[src/rtl/abus_pkg.sv]
// Shared types and constants for the A-bus master sequencer.
package abus_pkg;

   localparam int         ABUS_ADDR_W = 25;
   localparam int         ABUS_DATA_W = 16;
   localparam logic [1:0] CS_ILLEGAL  = 2'd3;

   typedef enum logic [2:0] {
      IDLE,
      SETUP,
      STROBE,
      HOLD,
      TURN
   } state_t;

   // Command fields captured at acceptance
   typedef struct packed {
      logic                   write;
      logic [1:0]             cs;
      logic [ABUS_ADDR_W-1:0] address;
      logic [ABUS_DATA_W-1:0] writedata;
      logic [1:0]             byteenable;
   } cmd_t;

   // Active-low one-hot chip select for CS0..CS2 (bit i = CSi)
   function automatic logic [2:0] cs_decode(input logic [1:0] cs);
      return ~(3'b001 << cs);
   endfunction

endpackage

[src/rtl/abus_sync2.sv]
// Two-flop synchroniser for the asynchronous A-bus interrupt line.
module abus_sync2 (
   input  logic clock,
   input  logic reset,
   input  logic d,
   output logic q
);

   logic meta;

   // Two back-to-back flops; meta absorbs metastability
   always_ff @(posedge clock) begin
      if (reset) begin
         meta <= 1'b0;
         q    <= 1'b0;
      end else begin
         meta <= d;
         q    <= meta;
      end
   end

endmodule

[src/rtl/abus_master_sequencer.sv]
// Saturn A-bus initiator: one accepted command becomes one fixed-timing
// SETUP/STROBE/HOLD/TURN bus cycle with all pin outputs registered.
module abus_master_sequencer
   import abus_pkg::*;
#(
   parameter int SETUP_CYCLES  = 2,
   parameter int STROBE_CYCLES = 6,
   parameter int HOLD_CYCLES   = 2,
   parameter int TURN_CYCLES   = 2
) (
   input  logic                   clock,
   input  logic                   reset,
   input  logic                   cmd_valid,
   output logic                   cmd_ready,
   input  logic                   cmd_write,
   input  logic [1:0]             cmd_cs,
   input  logic [ABUS_ADDR_W-1:0] cmd_address,
   input  logic [ABUS_DATA_W-1:0] cmd_writedata,
   input  logic [1:0]             cmd_byteenable,
   output logic                   rsp_valid,
   output logic [ABUS_DATA_W-1:0] rsp_readdata,
   output logic                   rsp_error,
   output logic [ABUS_ADDR_W-1:0] abus_address,
   output logic [2:0]             abus_chipselect_n,
   output logic                   abus_read_n,
   output logic [1:0]             abus_writebyteenable_n,
   output logic [ABUS_DATA_W-1:0] abus_data_out,
   output logic                   abus_data_oe,
   input  logic [ABUS_DATA_W-1:0] abus_data_in,
   input  logic                   abus_direction,
   input  logic                   abus_interrupt,
   output logic                   irq
);

   // Counter reload values: a state with N cycles counts N-1 down to 0
   localparam logic [3:0] SETUP_LD  = 4'(SETUP_CYCLES - 1);
   localparam logic [3:0] STROBE_LD = 4'(STROBE_CYCLES - 1);
   localparam logic [3:0] HOLD_LD   = 4'(HOLD_CYCLES - 1);
   localparam logic [3:0] TURN_LD   = 4'(TURN_CYCLES - 1);

   state_t state, state_nxt;
   logic [3:0] cnt, cnt_nxt;
   cmd_t cmd_in, cmd_q, cmd_src;
   logic accept, illegal, last_strobe, contention;

   logic [ABUS_ADDR_W-1:0] addr_nxt;
   logic [2:0]             cs_n_nxt;
   logic                   rd_n_nxt;
   logic [1:0]             wbe_n_nxt;
   logic [ABUS_DATA_W-1:0] dout_nxt;
   logic                   oe_nxt;

   assign accept      = cmd_valid & cmd_ready;
   assign illegal     = (cmd_cs == CS_ILLEGAL);
   assign last_strobe = (state == STROBE) && (cnt == 4'd0);

   assign cmd_in = '{write:      cmd_write,
                     cs:         cmd_cs,
                     address:    cmd_address,
                     writedata:  cmd_writedata,
                     byteenable: cmd_byteenable};

   // Pin values for the SETUP entry come straight from the inputs; later
   // states use the captured copy
   assign cmd_src = accept ? cmd_in : cmd_q;

   abus_sync2 u_irq_sync (
      .clock (clock),
      .reset (reset),
      .d     (abus_interrupt),
      .q     (irq)
   );

   // State register and shared down-counter
   always_ff @(posedge clock) begin
      if (reset) begin
         state <= IDLE;
         cnt   <= 4'd0;
      end else begin
         state <= state_nxt;
         cnt   <= cnt_nxt;
      end
   end

   // Next state: each timed state exits when the counter reaches zero
   always_comb begin
      state_nxt = state;
      cnt_nxt   = cnt;
      case (state)
         IDLE: begin
            if (accept && !illegal) begin
               state_nxt = SETUP;
               cnt_nxt   = SETUP_LD;
            end
         end
         SETUP: begin
            if (cnt == 4'd0) begin
               state_nxt = STROBE;
               cnt_nxt   = STROBE_LD;
            end else cnt_nxt = cnt - 4'd1;
         end
         STROBE: begin
            if (cnt == 4'd0) begin
               state_nxt = HOLD;
               cnt_nxt   = HOLD_LD;
            end else cnt_nxt = cnt - 4'd1;
         end
         HOLD: begin
            if (cnt == 4'd0) begin
               state_nxt = TURN;
               cnt_nxt   = TURN_LD;
            end else cnt_nxt = cnt - 4'd1;
         end
         TURN: begin
            if (cnt == 4'd0) begin
               state_nxt = IDLE;
               cnt_nxt   = 4'd0;
            end else cnt_nxt = cnt - 4'd1;
         end
         default: begin
            state_nxt = IDLE;
            cnt_nxt   = 4'd0;
         end
      endcase
   end

   // Pin values for the upcoming state, so registered pins line up with it
   always_comb begin
      addr_nxt  = abus_address;
      cs_n_nxt  = abus_chipselect_n;
      rd_n_nxt  = 1'b1;
      wbe_n_nxt = 2'b11;
      dout_nxt  = abus_data_out;
      oe_nxt    = abus_data_oe;
      case (state_nxt)
         IDLE: begin
            cs_n_nxt = 3'b111;
            oe_nxt   = 1'b0;
         end
         SETUP: begin
            addr_nxt = cmd_src.address;
            cs_n_nxt = cs_decode(cmd_src.cs);
            oe_nxt   = cmd_src.write;
            if (cmd_src.write) dout_nxt = cmd_src.writedata;
         end
         STROBE: begin
            rd_n_nxt  = cmd_src.write;
            wbe_n_nxt = cmd_src.write ? ~cmd_src.byteenable : 2'b11;
         end
         HOLD: begin
            // address, CS and write data held
         end
         TURN: begin
            cs_n_nxt = 3'b111;
            oe_nxt   = 1'b0;
         end
         default: begin
            cs_n_nxt = 3'b111;
            oe_nxt   = 1'b0;
         end
      endcase
   end

   // Pin registers, command capture, contention flag and response
   always_ff @(posedge clock) begin
      if (reset) begin
         abus_address           <= '0;
         abus_chipselect_n      <= 3'b111;
         abus_read_n            <= 1'b1;
         abus_writebyteenable_n <= 2'b11;
         abus_data_out          <= '0;
         abus_data_oe           <= 1'b0;
         cmd_ready              <= 1'b0;
         cmd_q                  <= '0;
         contention             <= 1'b0;
         rsp_valid              <= 1'b0;
         rsp_readdata           <= '0;
         rsp_error              <= 1'b0;
      end else begin
         abus_address           <= addr_nxt;
         abus_chipselect_n      <= cs_n_nxt;
         abus_read_n            <= rd_n_nxt;
         abus_writebyteenable_n <= wbe_n_nxt;
         abus_data_out          <= dout_nxt;
         abus_data_oe           <= oe_nxt;
         // An illegal command costs one not-ready cycle while it is answered
         cmd_ready              <= (state_nxt == IDLE) && !(accept && illegal);
         rsp_valid              <= 1'b0;

         if (accept) begin
            cmd_q      <= cmd_in;
            contention <= 1'b0;
         end else if (cmd_q.write && abus_direction &&
                      (state == SETUP || state == STROBE || state == HOLD)) begin
            contention <= 1'b1;
         end

         if (accept && illegal) begin
            rsp_valid    <= 1'b1;
            rsp_readdata <= '0;
            rsp_error    <= 1'b1;
         end else if (last_strobe) begin
            rsp_valid    <= 1'b1;
            rsp_readdata <= cmd_q.write ? '0 : abus_data_in;
            rsp_error    <= cmd_q.write && (contention || abus_direction);
         end
      end
   end

endmodule
[config.mk]
export PLATFORM = sky130hd
export DESIGN_NAME = abus_master_sequencer
export DESIGN_NICKNAME = d
export VERILOG_FILES = /design/src/rtl/abus_pkg.sv /design/src/rtl/abus_sync2.sv /design/src/rtl/abus_master_sequencer.sv
export SDC_FILE = /design/constraint.sdc
export NUM_CORES = 1
export LEC_CHECK = 0
export BUFFER_PORTS_ARGS = -buffer_cell sky130_fd_sc_hd__buf_2
export CAP_MARGIN = 20
export CORE_ASPECT_RATIO = 1.75
export CORE_MARGIN = 4
export CORE_UTILIZATION = 50
export CTS_BUF_LIST = sky130_fd_sc_hd__clkbuf_4 sky130_fd_sc_hd__clkbuf_8
export CTS_CLUSTER_DIAMETER = 100
export DETAILED_ROUTE_END_ITERATION = 8
export GPL_TIMING_DRIVEN = 1
export PLACE_DENSITY = 0.77
export RECOVER_POWER = 100
export SETUP_SLACK_MARGIN = 0.1
export SLEW_MARGIN = 20
export SYNTH_ARGS = -nofsm -noshare
export SYNTH_HDL_FRONTEND = slang
export SYNTH_SLANG_ARGS = --single-unit
[constraint.sdc]
create_clock -name clock -period 2.18 [get_ports clock]
set_input_delay 0.327 -clock clock [delete_from_list [all_inputs] [get_ports clock]]
set_output_delay 0.327 -clock clock [all_outputs]
set_load 0.02 [all_outputs]
### Word-level counts from Yosys, hierarchy flattened

Index checks and enable logic that the tools add are counted.

* reductions and logical operators: 23
* shift operators: 1
* muxes and demuxes: 19
* bitwise logic cells: 5
* equal/unequal tests: 9
* $add $sub $neg: 1

Operator list (number)
* $mux 46: 1
* $mux 16: 1
* $mux 4: 4
* $pmux 4 s4: 1
* $mux 3: 5
* $pmux 3 s5: 1
* $eq 3x2->1 const B: 4
* $reduce_or 2->1: 5
* $logic_and 1x1->1: 7
* $eq 3x1->1 const B: 2
* $logic_not 3->1: 2
* $pmux 3 s2: 1
* $logic_not 4->1: 1
* $mux 1: 4
* $sub 4x1->4 const B: 1
* $eq 3x3->1 const B: 1
* $logic_or 1x1->1: 3
* $not 3->3: 1
* $reduce_or 3->1: 1
* $shl 1x2->3 const A: 1
* $eq 2x2->1 const B: 1
* $logic_not 1->1: 2
* $ne 2x2->1 const B: 1
* $not 1->1: 2
* 5 further kinds: 5

* logic and storage cells: 78
* input port bits: 67
* register bits: 123
* output and inout bits: 68

### Logic depth before layout (Yosys ltp)

* depth after elaboration: 8
* gate-level depth with buffers: 9
* mapped depth without buffers: 6

### By module

From an unflattened synthesis, not the netlist that was laid out.

* cells, all modules: 487
* area total of the unflattened synthesis: 4719.5 µm²

Modules (own cells, without submodules)
* abus_master_sequencer: area an instance 4667.0 µm², sequential area each 2422.3 µm², instances 1, cells an instance 483
* abus_sync2: area an instance 52.6 µm², sequential area each 40.0 µm², instances 1, cells an instance 4

### Worst setup path after synthesis

OpenSTA, ideal clock, no wires.

* kind: reg2reg
* from: reg cnt[0]
* to: reg abus_data_out[0]
* path buffers: 1
* required time: 2.057 ns
* stages on the path, launching flop included: 8
* clock period less this slack: 1.946 ns
* library setup time: 0.123 ns
* data arrival time: 1.823 ns
* slack: 0.234 ns
* path through: dfxtp_1 inv_1 ha_1 and4bb_4 nand2b_1 nor3_4 buf_6 mux2_1

* cells in the longest elaborated chain, start to end: 5
* elaborated cells between the ends (all ways): 8
* classes of those cells: eq/ne (1); mux (5); reduce/logical (2)

Ends and longest elaborated chain
* from (decl): RTL line abus_master_sequencer.sv:42 `logic [3:0] cnt, cnt_nxt;`
* from (signal assigned): RTL line abus_master_sequencer.sv:81 `cnt <= cnt_nxt;`
* $logic_not 4->1 (*)
* $mux 3 (on tied branches)
* $pmux 3 s5 (*): RTL line abus_master_sequencer.sv:89 `case (state)`
* $eq 3x1->1 (*): RTL line abus_master_sequencer.sv:135 `case (state_nxt)`
* $reduce_and 2->1 (no line) (*)
* to (signal assigned): RTL line abus_master_sequencer.sv:184 `abus_data_out <= dout_nxt;`
* to (decl): RTL line abus_master_sequencer.sv:27 `output logic [ABUS_DATA_W-1:0] abus_data_out,`

Every way passes the cells marked *; elsewhere a longest branch is shown, timed or not.
A chain may end at the register's enable or synchronous reset.

### Worst setup path in the final report

* from: reg cnt[0]
* to: reg abus_data_out[2]

The elaborated chain is that of the path after synthesis.

==> impl_metrics.yaml <==
sta:
  fin_crit_sh_pct: 89.8
  holdWs_ns: 0.142
  hold_viol: 0
  finClkSkew_ns: 0.00955
  finalSetupTns_ns: 0
  slew_viol_final: 0
  max_freq_mhz: 511
  layout_min_cycle_time_ns: 1.96
  finalSetupViolCount: 0
  rsz0062_at_grt: "false"
  setup_ws_ns: 0.221
  max-slew-margin-rel_pct: 29.9
  worst_slew_pin_slew_ns: 1.05
setup_path:
  crit_family: "simple AND/OR/NAND/NOR gates"
  crit_required_ns: 2.47
  crit_fanout: 17
  slowest_delay_ns: 0.36
  end_kind: "register"
  cpMaxStageDelayCell: "dfxtp_1"
  critPathKind: "register to register"
  arrival_ns: 2.25
  start_kind: "register"
  cp_num_buf_inv: 2
  cp_cell_sequence: "inv_1, ha_1, and4bb_4, nand2b_1, nor3_4, buf_12, mux2_2"
logic_synthesis:
  avgSynthCellArea_um2: 9.68
  yosys-top-cells-area: "dfxtp_1 52%, mux2i_1 6.4%, a21oi_1 6.3%, nand2_1 4.3%, a211oi_1 4.0%"
  synth_flop_cell: "dfxtp_1"
  synth_nets: 556
  synth_edf_count: 0
  ys_ff_latch: 123
  synth_top_area_cell: "dfxtp_1"
  ys_top_cells_by_count: "123 x dfxtp_1, 59 x a21oi_1, 54 x nand2_1"
  synth_most_common_cell: "dfxtp_1"
  ys_async_sr_fraction_pct: 0
  synth_top_area_share_pct: 52.2
  synthCells: 487
  ys_types: 51
  yosysSeqAreaShare_pct: 52.2
  syn_area_um2: 4720
  yosys_warnings: 0
route:
  first_pass_iters: 4
  drc: 0
  vias: 3903
  ant_nets: 0
  via_per_inst: 5.21
  wl_um: 10800
  drt-initial-drc-count: 170
  wire_per_inst_um: 14.4
power:
  p_total_mw: 7.51
  p_leak_nw: 2.24
  ir_worst_vdd_mv: 0.758
  powerDensity_nw_per_um2: 1310
final_layout:
  n_antenna_cell: 0
  drive_above_1_share_pct: 20.3
  finalNonFillerCells: 749
  fin_nets: 685
  fin_area_um2: 5750
  synthToLayoutAreaGrowth_pct: 21.9
  final_util_pct: 62.8
  fill_cells: 830
global_route:
  grt_pass1_wl_um: 17300
  overflow: 0
  antenna_found_initial: 0
  track_usage_pct: 20.0
  grt_max_degree: 56
  grt_pass1_vias: 3892
floorplan:
  design.die.area_um2: 11100
  initial_core_util_pct: 51.5
  die_w_um: 81.4
  pin_count: 135
  dieHeight_um: 136
  num_rows: 46
  coreArea_um2: 9150
clock_network:
  clk_pin_slew_worst_paths_ns: 0.06
  clock-sinks: 123
  cts_made_buffers: 17
  htree_levels: 4
  cts_tree: "yes"
  post_cts_buffers: 0
  cts_buffer_depth: 2
  ctsResizeCount: 0
  clk_latency_ns: 0.41
  cts_root_buffer: "clkbuf_8"
  cts_hold_buf: 0
outcome:
  outcome: "finished, final reports clean"
job:
  maxCapViolations: 0
place:
  numPlacedInstances: 717
  buffer_ports.inserted: 134
  post_dp_cell_area_um2: 5480
  gp_congestion: 0.826
  post-dp-hpwl_um: 7570
  place_ws_ns: 0.228
worst_hold_path:
  hp-class: "input pin to register"
==> report_power, final <==
group          internal, mW  total (mW)  switching [mW]
Clock                  1.13        1.93           0.802
Combinational         0.974        2.74            1.76
Sequential             2.64        2.84           0.203
==> cell families after synthesis <==
| kind of cell | Yosys count | synth area share, % |
|---|---|---|
| AO/OA/AOI/OAI | 105 | 13.6 |
| XOR/XNOR | 1 | 0.186 |
| adder cells (fa/ha/maj) | 2 | 0.531 |
| buffers and inverters | 42 | 4.59 |
| flip-flops | 123 | 52.2 |
| multiplexers | 49 | 11.0 |
| AND/OR/NAND/NOR | 165 | 17.9 |
==> registers in the layout, indices dropped and copies added, names as in the netlist <==
name,count
cmd_q,46
abus_address,25
abus_data_out,16
rsp_readdata,16
cnt,4
abus_chipselect_n,3
state,3
abus_writebyteenable_n,2
abus_data_oe,1
abus_read_n,1
cmd_ready,1
contention,1
rsp_error,1
rsp_valid,1
u_irq_sync.meta,1
u_irq_sync.q,1
==> routing by layer <==
layer	vias to the layer above	GRT usage [%]	part of all wire, %
met5	-	0	0
met3	12	6.10	7.1
met4	0	7.71	0.98
met1	1818	21.7	39
li1	1945	-	-
met2	128	35.5	53
==> final cells by class <==
type | instances | area (µm²) | area share (%)
Clock inverter | 8 | 92.6 | 1.61
Clock buffer | 24 | 299 | 5.20
Multi-Input combinational cell | 322 | 2030 | 35.4
Inverter | 5 | 18.8 | 0.327
Sequential cell | 123 | 2460 | 42.8
Tap cell | 120 | 150 | 2.61
Timing Repair Buffer | 147 | 691 | 12.0
==> layout by cell type (no fill, tap or decap), types with 4 or more instances in the layout <==
cell type	Yosys	routed
a211oi_1	25	25
a21oi_1	59	60
buf_2	8	66
buf_4	2	8
clkbuf_1	19	68
clkbuf_4	0	7
clkbuf_8	0	19
clkinv_2	0	5
dfxtp_1	123	123
inv_1	5	5
mux2_1	9	9
mux2_2	9	9
mux2i_1	30	31
nand2_1	54	54
nand3b_1	16	16
nor2_1	45	45
nor2b_1	22	22
nor4_1	4	4
or3_1	5	5
==> path summary, 6_finish.rpt <==
| kind | startpoint | endpoint | slack (ns) | depth (start not counted) |
|---|---|---|---|---|
| setup / recovery | cnt[0] | abus_data_out[2] | 0.22 | 7 |
| hold / removal | abus_interrupt | u_irq_sync.meta | 0.14 | 2 |
| setup reg to reg | cnt[0] | abus_data_out[2] | 0.22 | 7 |
| hold reg to reg | u_irq_sync.meta | u_irq_sync.q | 0.44 | 1 |
Power figures use the tool's default switching activity.
